==> src/rtl/arduino_hit_receiver_if.sv <==
// arduino_hit_receiver_if: valid/ready hit handshake between the receiver and game control
interface arduino_hit_receiver_if;
  logic       oHit_valid;
  logic [3:0] oBox_address;
  logic       iHit_ready;
  modport master(output oHit_valid, output oBox_address, input iHit_ready);
  modport slave(input oHit_valid, input oBox_address, output iHit_ready);
endinterface

==> src/rtl/arduino_hit_receiver.sv <==
// arduino_hit_receiver: synchronises, debounces and acknowledges Arduino hit strobes, presenting one box code per strobe
module arduino_hit_receiver #(
  parameter int DEBOUNCE_CYCLES = 50000,
  parameter int TIMEOUT_CYCLES  = 500000,
  parameter int CNT_W           = 20
) (
  input  logic                          clk,
  input  logic                          reset,
  input  logic [3:0]                    iArd_code,
  input  logic                          iArd_strobe,
  output logic                          oArd_ack,
  input  logic                          iEnable,
  arduino_hit_receiver_if.master        hit,
  output logic [7:0]                    oErr_count
);
  typedef enum logic [2:0] {IDLE, SETTLE, PRESENT, ACK, STUCK} state_t;
  localparam logic [CNT_W-1:0] DEB_LD = CNT_W'(DEBOUNCE_CYCLES - 1);
  localparam logic [CNT_W-1:0] TMO_LD = CNT_W'(TIMEOUT_CYCLES - 1);
  state_t state, nxt;
  logic [3:0] code_m, s_code, code_q, code_d;
  logic strobe_m, s_strobe, err_inc, ack_d, valid_d;
  logic [CNT_W-1:0] cnt, cnt_d;
  always_ff @(posedge clk or negedge reset)
    if (!reset) begin
      {code_m, strobe_m, s_code, s_strobe} <= '0;
      state <= IDLE;
      cnt <= '0;
      code_q <= '0;
      oArd_ack <= 1'b0;
      hit.oHit_valid <= 1'b0;
      oErr_count <= '0;
    end else begin
      {code_m, strobe_m} <= {iArd_code, iArd_strobe};
      {s_code, s_strobe} <= {code_m, strobe_m};
      state <= nxt;
      cnt <= cnt_d;
      code_q <= code_d;
      oArd_ack <= ack_d;
      hit.oHit_valid <= valid_d;
      oErr_count <= oErr_count + 8'(err_inc && oErr_count != 8'hff);
    end
  // The timeout load happens when debounce completes, so ACK always starts from a full window
  always_comb begin
    nxt = state;
    cnt_d = cnt;
    code_d = code_q;
    err_inc = 1'b0;
    case (state)
      IDLE:
        if (s_strobe && |s_code) begin
          nxt = SETTLE;
          code_d = s_code;
          cnt_d = DEB_LD;
        end else if (s_strobe) begin
          nxt = STUCK;
          err_inc = 1'b1;
        end
      SETTLE:
        if (!s_strobe || s_code != code_q) nxt = IDLE;
        else if (cnt != '0) cnt_d = cnt - 1'b1;
        else begin
          nxt = iEnable ? PRESENT : ACK;
          cnt_d = TMO_LD;
        end
      PRESENT: nxt = (hit.iHit_ready || !iEnable) ? ACK : PRESENT;
      ACK:
        if (!s_strobe) nxt = IDLE;
        else if (cnt == '0) begin
          nxt = STUCK;
          err_inc = 1'b1;
        end else cnt_d = cnt - 1'b1;
      STUCK: nxt = s_strobe ? STUCK : IDLE;
      default: nxt = IDLE;
    endcase
  end
  always_comb begin
    ack_d = nxt == ACK;
    valid_d = nxt == PRESENT;
  end
  assign hit.oBox_address = code_q;
endmodule

==> src/flat_wrapper.sv <==
// flat-port wrapper written by rule: the top's interface ports become plain ports
module arduino_hit_receiver_flat 
#(
  parameter int DEBOUNCE_CYCLES = 50000,
  parameter int TIMEOUT_CYCLES  = 500000,
  parameter int CNT_W           = 20
)
  (clk, reset, iArd_code, iArd_strobe, oArd_ack, iEnable, oErr_count, hit_oHit_valid, hit_oBox_address, hit_iHit_ready);
  arduino_hit_receiver_if hit_i ();
  input  logic clk;
  input  logic reset;
  input  logic [3:0] iArd_code;
  input  logic iArd_strobe;
  output logic oArd_ack;
  input  logic iEnable;
  output logic [7:0] oErr_count;
  output wire logic [$bits(hit_i.oHit_valid)-1:0] hit_oHit_valid;
  output wire logic [$bits(hit_i.oBox_address)-1:0] hit_oBox_address;
  input wire logic [$bits(hit_i.iHit_ready)-1:0] hit_iHit_ready;
  assign hit_oHit_valid = hit_i.oHit_valid;
  assign hit_oBox_address = hit_i.oBox_address;
  assign hit_i.iHit_ready = hit_iHit_ready;
  arduino_hit_receiver #(.DEBOUNCE_CYCLES(DEBOUNCE_CYCLES), .TIMEOUT_CYCLES(TIMEOUT_CYCLES), .CNT_W(CNT_W)) u_core (.clk(clk), .reset(reset), .iArd_code(iArd_code), .iArd_strobe(iArd_strobe), .oArd_ack(oArd_ack), .iEnable(iEnable), .hit(hit_i), .oErr_count(oErr_count));
endmodule
==> config.mk <==
export PLATFORM = sky130hd
export DESIGN_NAME = arduino_hit_receiver_flat
export DESIGN_NICKNAME = d
export VERILOG_FILES = /design/src/rtl/arduino_hit_receiver_if.sv /design/src/rtl/arduino_hit_receiver.sv /design/src/flat_wrapper.sv
export SDC_FILE = /design/constraint.sdc
export NUM_CORES = 1
export LEC_CHECK = 0
export CORE_UTILIZATION = 35
export DETAILED_ROUTE_END_ITERATION = 10
export HOLD_SLACK_MARGIN = 0.02
export RECOVER_POWER = 100
export SYNTH_ARGS = -nofsm -noshare
export SYNTH_HDL_FRONTEND = slang
export SYNTH_SLANG_ARGS = --single-unit
==> constraint.sdc <==
create_clock -name clk -period 3.9 [get_ports clk]
set_input_delay 0.39 -clock clk [delete_from_list [all_inputs] [get_ports clk]]
set_output_delay 0.39 -clock clk [all_outputs]
set_load 0.02 [all_outputs]
==> qor.csv, run 1 <==
stage,metric,value,unit
outcome,status,"finished, violations left",
power_and_ir_drop,p_seq_share,52.1,%
final_layout,layoutNonFillerInstCount,318,
final_layout,final_cell_mix,"dfrtp_1, dlygate4sd3_1, a21oi_1",
detailed_routing,dr.first_iter.drc_count,100,
die,rows,29,
die,fp.coreArea,0.00639,mm²
final_layout,diodes,0,
clocking,post-cts-setup-buffers,0,
sta,period_needed,3.06,ns
clocking,h-tree-depth,2,
critical_path,cp_max_fo,10,
detailed_routing,wire_per_inst,15.7,µm
sta,maxSlewViolCount,48,
global_route,use_met1,21.2,%
run,maxCapViolCount,1,
die,ioPinCount,23,
logic_synthesis,syn-cell-area,0.00233,mm²
global_route,met3_usage,2.97,%
detailed_routing,avgViaCountPerCell,5.74,
critical_path,required,4.10,ns
critical_path,crit_path_cell_trace,inv_1 > ha_1 > or3b_1 > or2_0 > nor3_1 > a31oi_1 > nor3_1 > ha_1 > ha_1 > nand3_1 > xnor2_1,
logic_synthesis,synth_edf_count,0,
global_route,grt.overflow.total,0,
logic_synthesis,ys_types,55,
logic_synthesis,synthAdderAreaFrac,1.61,%
logic_synthesis,muxShareOfSynthArea,2.37,%
logic_synthesis,synth_top_family_by_area,simple AND/OR/NAND/NOR gates,
clocking,cts_tree,done,
sta,setup_viol,0,
placement,place_ws,0.957,ns
sta,clock_skew,0.00596,ns
logic_synthesis,synth_xor_area_share,4.52,%
power_and_ir_drop,p_int,0.000756,W
final_layout,drive_gt1_share,7.47,%
global_route,top_usage_layer,met2,
logic_synthesis,ys.flop_type,dfrtp_1,
die,die_x,83.5,µm
critical_path,cp-start-kind,flop,
logic_synthesis,synthSimpleGateAreaFrac,21.9,%
final_layout,finalCoreUtilization,41.8,%
outcome,violations,"max-capacitance violations, max-slew violations",
sta,fin_ws,0.841,ns
power_and_ir_drop,ir_drop,0.000227,V
global_route,grt_pass1_wl,8680,µm
power_and_ir_drop,p_clk_share,28.1,%
global_route,grt_pass1_vias,1801,
sta,worst_slew_pin_slew,2.47,ns
global_route,antenna_found_initial,0,
sta,fmax,327,MHz
power_and_ir_drop,p_sw,0.000358,W
die,die-area,0.00698,mm²
clocking,hold_buffers,0,
final_layout,layout_commonest_cell,dfrtp_1,
global_route,grt_max_degree,48,
final_layout,fillCellCount,634,
logic_synthesis,synth_compound_gate_area_share,15.8,%
power_and_ir_drop,powerDensity,417,mW/mm²
clocking,cts-root-buf,clkbuf_8,
critical_path,max_stage_delay,0.43,ns
die,initial_utilization,36.4,%
clocking,clk_pin_slew_worst_paths,0.09,ns
power_and_ir_drop,combPwrFrac,19.9,%
clocking,clock_sinks,47,
clocking,clock_path_buffers,2,
critical_path,crit_slowest_cell,or2_0,
logic_synthesis,yosys_warnings,0,
detailed_routing,drc,0,
hold_path,min_path_type,flop to flop,
logic_synthesis,synth_nets,232,
sta,hold_violations,0,
sta,rsz0062_at_grt,no,
placement,dp_cells,310,
detailed_routing,ant_nets,0,
detailed_routing,drt-total-wl,4980,µm
sta,tns,0,ns
clocking,cts_made_buffers,5,
final_layout,area_delta_synth_final,14.8,%
critical_path,worstSetupEndpointType,flop,
placement,gp_congestion,0.804,
placement,io_buffers,22,
logic_synthesis,async_flop_share,100,%
power_and_ir_drop,power_leakage,1.07,nW
critical_path,crit_type,flop to flop,
power_and_ir_drop,p_sw_share,32.2,%
sta,relSlewSlack,-64.8,%
die,die_y,83.5,µm
final_layout,num-nets-final,252,
global_route,grt_use_total,15.4,%
detailed_routing,dr.pass1.iters,5,
logic_synthesis,avgSynthCellArea,10.6,µm²
critical_path,worst_path_most_repeated_cell,ha_1,
critical_path,cp_data_arrival_time,3.26,ns
logic_synthesis,synth_cells,220,
clocking,clk_latency,0.32,ns
clocking,cts_resized,0,
global_route,use_met2,23.9,%
logic_synthesis,ys_seq_area_share,50.5,%
detailed_routing,dr_total_vias,1824,
sta,finalCritPeriodShare,78.4,%
logic_synthesis,ys_ff_latch,47,
placement,hpwl,3330,µm
path summary, 6_finish.rpt:
| kind | from | to | slack, ns | depth (start not counted) |
|---|---|---|---|---|
| max in group asynchronous | reset | u_core.state[1]$_DFF_PN0_ | 1.67 | 1 |
| min in group asynchronous | reset | u_core.cnt[12]$_DFFE_PN0P_ | 0.81 | 1 |
| max reg2reg | u_core.cnt[0]$_DFFE_PN0P_ | u_core.oErr_count[4]$_DFF_PN0_ | 0.84 | 11 |
| max | u_core.cnt[0]$_DFFE_PN0P_ | u_core.oErr_count[4]$_DFF_PN0_ | 0.84 | 11 |
| min reg2reg | u_core.strobe_m$_DFF_PN0_ | u_core.s_strobe$_DFF_PN0_ | 0.35 | 0 |
| min | u_core.strobe_m$_DFF_PN0_ | u_core.s_strobe$_DFF_PN0_ | 0.35 | 0 |
cell type report:
cell class | count | area (µm²) | area share, %
clock buffers | 5 | 68.8 | 2.58
repair buffers | 25 | 233 | 8.71
multi-input cells | 157 | 1060 | 39.7
inverters | 4 | 15.0 | 0.562
clock inverters | 3 | 22.5 | 0.843
flip-flops and latches | 47 | 1180 | 44.0
well taps | 77 | 96.3 | 3.61
cell families after synthesis:
family	Yosys count
flops	47
simple gates	84
compound gates	53
fa+ha+maj	3
buf+inv	16
xor+xnor	12
mux	5
power groups by stage:
stage / Sequential [W] / Combinational, W / Clock, W
after CTS: 0.000582 / 0.000236 / 0.000325
after detailed placement: 0.000591 / 0.000235 / 0
after global routing: 0.000589 / 0.000244 / 0.000339
after global placement: 0.000591 / 0.000233 / 0
after floorplan: 0.000605 / 0.000121 / 0
final: 0.000580 / 0.000221 / 0.000313
cells in the mapped netlist (2+ instances only):
master	count	share of area (%)
dfrtp_1	47	51
buf_2	5	1.1
and4_1	2	0.75
nand4_1	4	1.1
and3_1	2	0.54
o41ai_1	3	1.1
or4_1	8	2.6
a21oi_1	13	2.8
o31ai_1	8	2.6
nor4_1	6	1.6
nor3_1	9	1.9
mux2_2	4	1.9
o21ai_0	5	1.1
clkbuf_1	5	0.81
or2_2	2	0.54
xnor2_1	8	3.0
a211oi_1	2	0.64
or4_4	2	0.97
or3_1	5	1.3
a221o_1	2	0.86
nand3_1	9	1.9
nand2_1	9	1.5
o21ai_1	2	0.43
o211a_1	2	0.86
a31oi_1	4	1.1
nor2_1	12	1.9
nand3b_1	2	0.64
inv_1	4	0.64
ha_1	3	1.6
o22a_1	2	0.75
nand4b_1	2	0.75
xor2_1	4	1.5
flip-flops by register name, summed over array words and instances, names as in the netlist:
register / count
u_core.cnt: 20
u_core.code_m: 4
u_core.hit.oBox_address: 4
u_core.hit.oHit_valid: 1
u_core.oArd_ack: 1
u_core.oErr_count: 8
u_core.s_code: 4
u_core.s_strobe: 1
u_core.state: 3
u_core.strobe_m: 1
critical path, delay by kind of cell, from the launching register on:
kind | cells | cell delay (ns)
AND/OR/NAND/NOR | 5 | 1.54
buffers and inverters | 1 | 0.07
XOR/XNOR | 1 | 0.14
flip-flops | 1 | 0.42
adder cells (fa/ha/maj) | 3 | 0.63
AO/OA/AOI/OAI | 1 | 0.14
through the flow:
step | power (W) | cell area (µm²) | hold slack [ns]
after floorplan | 0.000725 | 2330 | 0.0944
after global placement | 0.000824 | 2600 | 0.332
after detailed placement | 0.000826 | 2600 | 0.336
after CTS | 0.00114 | 2690 | 0.306
after global routing | 0.00117 | 2670 | 0.363
final | 0.00111 | 2670 | 0.355
routing by layer:
layer,vias to the layer above,part of all wire [%]
met4,0,1.5
met2,36,46
met1,908,49
met5,-,0
li1,872,-
met3,8,3.6
Power figures use the tool's default switching activity.
==> run 2: changes to the inputs <==
==> constraint.sdc (replaced) <==
create_clock -name clk -period 2.5 [get_ports clk]
set_input_delay 0.25 -clock clk [delete_from_list [all_inputs] [get_ports clk]]
set_output_delay 0.25 -clock clk [all_outputs]
set_load 0.02 [all_outputs]
==> qor.csv, run 2 (synthesized netlist as in run 1, its figures left out) <==
stage,metric,value,unit
detailed_routing,avgViaCountPerCell,5.58,
hold_path,min_path_type,input port to asynchronous set/reset pin,
final_layout,largest_register,u_core.cnt,
clocking,cts_made_buffers,5,
placement,hpwl,3660,µm
global_route,grt_pass1_wl,9180,µm
clocking,clock_sinks,47,
die,fp.coreArea,0.00639,mm²
detailed_routing,drc,0,
sta,hold_violations,0,
final_layout,fillCellCount,610,
outcome,status,finished clean,
final_layout,largest_reg_flops,20,
detailed_routing,dr.first_iter.drc_count,107,
sta,maxSlewViolCount,0,
sta,fmax,408,MHz
sta,worst_slew_pin_slew,1.14,ns
global_route,grt_max_degree,48,
die,ioPinCount,23,
final_layout,drive_gt1_share,22.8,%
sta,setup_viol,0,
detailed_routing,wire_per_inst,15.3,µm
clocking,clock_path_buffers,2,
final_layout,top_regs,"u_core.cnt: 20 flops, u_core.oErr_count: 8 flops",
die,initial_utilization,36.4,%
final_layout,layout_commonest_cell,dfrtp_1,
final_layout,num-nets-final,278,
clocking,cts-root-buf,clkbuf_8,
run,maxCapViolCount,0,
die,die_x,83.5,µm
critical_path,worstSetupEndpointType,flop,
sta,rsz0062_at_grt,yes,
sta,finalCritPeriodShare,98.0,%
placement,place_ws,-0.0108,ns
detailed_routing,ant_nets,0,
critical_path,crit_type,flop to flop,
detailed_routing,dr_total_vias,1920,
power_and_ir_drop,powerDensity,609,mW/mm²
sta,relSlewSlack,24.2,%
critical_path,cp_data_arrival_time,2.65,ns
global_route,grt_pass1_vias,1907,
sta,fin_ws,0.0499,ns
critical_path,cp_max_fo,6,
placement,place_area,0.00280,mm²
global_route,antenna_found_initial,0,
die,die_y,83.5,µm
final_layout,diodes,0,
placement,gp_congestion,0.836,
clocking,clk_pin_slew_worst_paths,0.09,ns
detailed_routing,drt-total-wl,5250,µm
placement,io_buffers,22,
global_route,grt_use_total,16.3,%
final_layout,fin_area,0.00296,mm²
final_layout,final_cell_mix,"dfrtp_1, buf_4, dlygate4sd3_1",
power_and_ir_drop,ir_drop,0.000392,V
sta,period_needed,2.45,ns
die,rows,29,
detailed_routing,dr.pass1.iters,4,
sta,clock_skew,0.00327,ns
clocking,h-tree-depth,2,
clocking,clk_latency,0.30,ns
power_and_ir_drop,power_leakage,1.21,nW
critical_path,cp-start-kind,flop,
global_route,grt.overflow.total,0,
die,die-area,0.00698,mm²
final_layout,area_delta_synth_final,27.4,%
clocking,cts_tree,done,
critical_path,required,2.70,ns
run 2: layer usage:
metal  share of wire (%)  GRT usage (%)  wire length [µm]  up-vias
li1                    -              -                 -      922
met1                  47           22.7              2480      941
met2                  46           25.6              2420       47
met3                 4.9           3.46               257       10
met4                 1.7           4.93                89        0
met5                   0              0                 0        -
run 2: path summary, 6_finish.rpt:
| kind | from | endpoint | slack, ns | depth (start not counted) |
|---|---|---|---|---|
| max | u_core.cnt[18]$_DFFE_PN0P_ | u_core.oArd_ack$_DFF_PN0_ | 0.05 | 7 |
| min | reset | u_core.cnt[17]$_DFFE_PN0P_ | 0.24 | 2 |
| max reg2reg | u_core.cnt[18]$_DFFE_PN0P_ | u_core.oArd_ack$_DFF_PN0_ | 0.05 | 7 |
| min reg2reg | u_core.strobe_m$_DFF_PN0_ | u_core.s_strobe$_DFF_PN0_ | 0.36 | 0 |
| max in group asynchronous | reset | u_core.cnt[19]$_DFFE_PN0P_ | 1.58 | 2 |
| min in group clk | u_core.strobe_m$_DFF_PN0_ | u_core.s_strobe$_DFF_PN0_ | 0.36 | 0 |
run 2: what timing repair did:
action | in CTS | in global routing
setup buffers | 5 | 1
gates resized for setup | 2 | 8
hold endpoints to repair | 0 | 0
hold buffers | 0 | 0
endpoints found under the setup margin | 2 | 14
pin swaps | 7 | 3
run 2: through the flow:
stage	util, %	total power (W)	TNS, ns	hold slack (ns)	instances
final	46.4	0.00181	0	0.243	344
after global routing	46.4	0.00191	-0.0126	0.334	344
after CTS	45.9	0.00184	0	0.0474	343
after detailed placement	43.8	0.00133	-0.0108	0.335	330
after global placement	43.8	0.00133	0	0.331	330
after floorplan	-	0.00114	-0.0106	-0.0456	220
run 2: where the power goes:
part	internal [W]	switching (W)	leakage [nW]
logic	0.000197	0.000228	0.591
registers	0.000829	0.0000661	0.577
clock network	0.000204	0.000281	0.0452
run 2: layout make-up:
cell class / instances / area [µm²] / share of cell area [%]
clock buffers: 5 / 68.8 / 2.32
clock inverters: 3 / 25.0 / 0.844
inverters: 4 / 15.0 / 0.507
multi-input cells: 157 / 1140 / 38.5
flip-flops and latches: 47 / 1180 / 39.7
well taps: 77 / 96.3 / 3.25
repair buffers: 51 / 443 / 14.9
run 2: worst max-delay path, cell delays in order (launching register included):
cell and delay, ns:
dfrtp_1 0.39, or4_4 0.54, buf_4 0.16, or3_4 0.37
or3_4 0.35, buf_6 0.14, a41o_1 0.26, a21boi_1 0.14
==> run 3: changes to the inputs <==
--- a/config.mk
+++ b/config.mk
@@ -8,7 +8,7 @@
 export CORE_UTILIZATION = 35
 export DETAILED_ROUTE_END_ITERATION = 10
 export HOLD_SLACK_MARGIN = 0.02
-export RECOVER_POWER = 100
+export RECOVER_POWER = 25
 export SYNTH_ARGS = -nofsm -noshare
 export SYNTH_HDL_FRONTEND = slang
 export SYNTH_SLANG_ARGS = --single-unit
==> qor.csv, run 3 (synthesized netlist as in run 1, its figures left out) <==
stage,metric,value,unit
detailed_routing,dr.pass1.iters,4,
sta,clock_skew,0.00328,ns
sta,hold_violations,0,
die,die_x,83.5,µm
final_layout,fin_area,0.00297,mm²
critical_path,cp_max_fo,6,
power_and_ir_drop,powerDensity,613,mW/mm²
sta,period_needed,2.45,ns
sta,fmax,408,MHz
critical_path,r2r_setup_slack,0.05,ns
critical_path,cp-start-kind,flop,
die,ioPinCount,23,
die,initial_utilization,36.4,%
final_layout,area_delta_synth_final,27.5,%
placement,gp_congestion,0.836,
critical_path,cp_data_arrival_time,2.65,ns
detailed_routing,avgViaCountPerCell,5.60,
clocking,clock_sinks,47,
sta,rsz0062_at_grt,yes,
clocking,cts_tree,done,
global_route,grt.overflow.total,0,
clocking,clk_latency,0.30,ns
critical_path,r2r.worst_path.cells,7,
clocking,clock_path_buffers,2,
hold_path,min_path_type,input port to asynchronous set/reset pin,
final_layout,final_cell_mix,"dfrtp_1, buf_4, clkdlybuf4s50_1",
final_layout,layout_commonest_cell,dfrtp_1,
placement,place_area,0.00280,mm²
power_and_ir_drop,ir_drop,0.000398,V
die,rows,29,
critical_path,r2r_start,u_core.cnt[18]$_DFFE_PN0P_,
clocking,clk_pin_slew_worst_paths,0.09,ns
critical_path,timing.rr.end,u_core.oArd_ack$_DFF_PN0_,
clocking,cts_made_buffers,5,
critical_path,crit_type,flop to flop,
detailed_routing,dr.first_iter.drc_count,107,
sta,maxSlewViolCount,0,
die,die_y,83.5,µm
critical_path,worstSetupEndpointType,flop,
final_layout,num-nets-final,278,
final_layout,diodes,0,
placement,dp_cells,330,
detailed_routing,dr_total_vias,1928,
sta,tns,0,ns
detailed_routing,ant_nets,0,
final_layout,largest_reg_flops,20,
clocking,h-tree-depth,2,
critical_path,crit_start,u_core.cnt[18]$_DFFE_PN0P_,
final_layout,top_regs,"u_core.cnt: 20 flops, u_core.oErr_count: 8 flops",
global_route,grt_pass1_wl,9180,µm
placement,io_buffers,22,
placement,hpwl,3660,µm
detailed_routing,wire_per_inst,15.3,µm
global_route,grt_max_degree,48,
detailed_routing,drc,0,
sta,setup_viol,0,
final_layout,largest_register,u_core.cnt,
global_route,antenna_found_initial,0,
clocking,cts-root-buf,clkbuf_8,
global_route,grt_use_total,16.3,%
power_and_ir_drop,power_leakage,1.19,nW
die,die-area,0.00698,mm²
sta,finalCritPeriodShare,98.0,%
global_route,grt_pass1_vias,1907,
outcome,status,finished clean,
sta,worst_slew_pin_slew,1.14,ns
final_layout,layoutNonFillerInstCount,344,
final_layout,drive_gt1_share,23.2,%
die,fp.coreArea,0.00639,mm²
sta,relSlewSlack,24.2,%
run,maxCapViolCount,0,
detailed_routing,drt-total-wl,5270,µm
critical_path,required,2.70,ns
## run 3: power by group
group / internal, W / switching, W / total (W)
sequential: 0.000829 / 0.0000680 / 0.000897
clock: 0.000204 / 0.000281 / 0.000485
combinational: 0.000209 / 0.000229 / 0.000438
## run 3: critical path, stage by stage, from the launching register on
cell      delay (ns)
dfrtp_1         0.39
or4_4           0.54
buf_4           0.16
or3_4           0.37
or3_4           0.35
buf_6           0.14
a41o_1          0.26
a21boi_1        0.14
## run 3: repair_timing
action,CTS,global route
pin swaps,7,3
hold buffers,0,0
gates cloned,0,0
gates resized for setup,2,8
setup buffers,5,1
setup endpoints to repair,2,14
## run 3: final cells by class
cell class,instances,area [µm²]
flip-flops and latches,47,1180
fillers,608,3420
clock inverters,3,25.0
inverters,4,15.0
well taps,77,96.3
multi-input cells,157,1140
repair buffers,51,447
clock buffers,5,68.8
## run 3: worst max path at each step
stage	cells past startpoint	end	slack, ns
detailed placement	11	u_core.oErr_count[4]$_DFF_PN0_	-0.01
finish	7	u_core.oArd_ack$_DFF_PN0_	0.05
global placement	11	u_core.oErr_count[4]$_DFF_PN0_	0.06
CTS	9	u_core.oErr_count[4]$_DFF_PN0_	0.008
global route	7	u_core.oArd_ack$_DFF_PN0_	-0.01
floorplan	12	u_core.oErr_count[4]$_DFF_PN0_	-0.01
## run 3: metal layers
metal | share of wire (%) | vias up | wire [µm] | track usage (%)
li1 | - | 922 | - | -
met1 | 47 | 950 | 2490 | 22.7
met2 | 46 | 46 | 2430 | 25.6
met3 | 5.1 | 10 | 267 | 3.46
met4 | 1.7 | 0 | 89 | 4.93
met5 | 0 | - | 0 | 0
## run 3: per-stage QoR
step	worst slack [ns]	power, W	hold WS [ns]	util [%]
6_report	0.0502	0.00182	0.243	46.5
3_5_place_dp	-0.0108	0.00133	0.335	43.8
3_3_place_gp	0.0603	0.00133	0.331	43.8
5_1_grt	-0.0105	0.00193	0.334	46.5
2_1_floorplan	-0.0106	0.00114	-0.0456	-
4_1_cts	0.00801	0.00184	0.0474	45.9
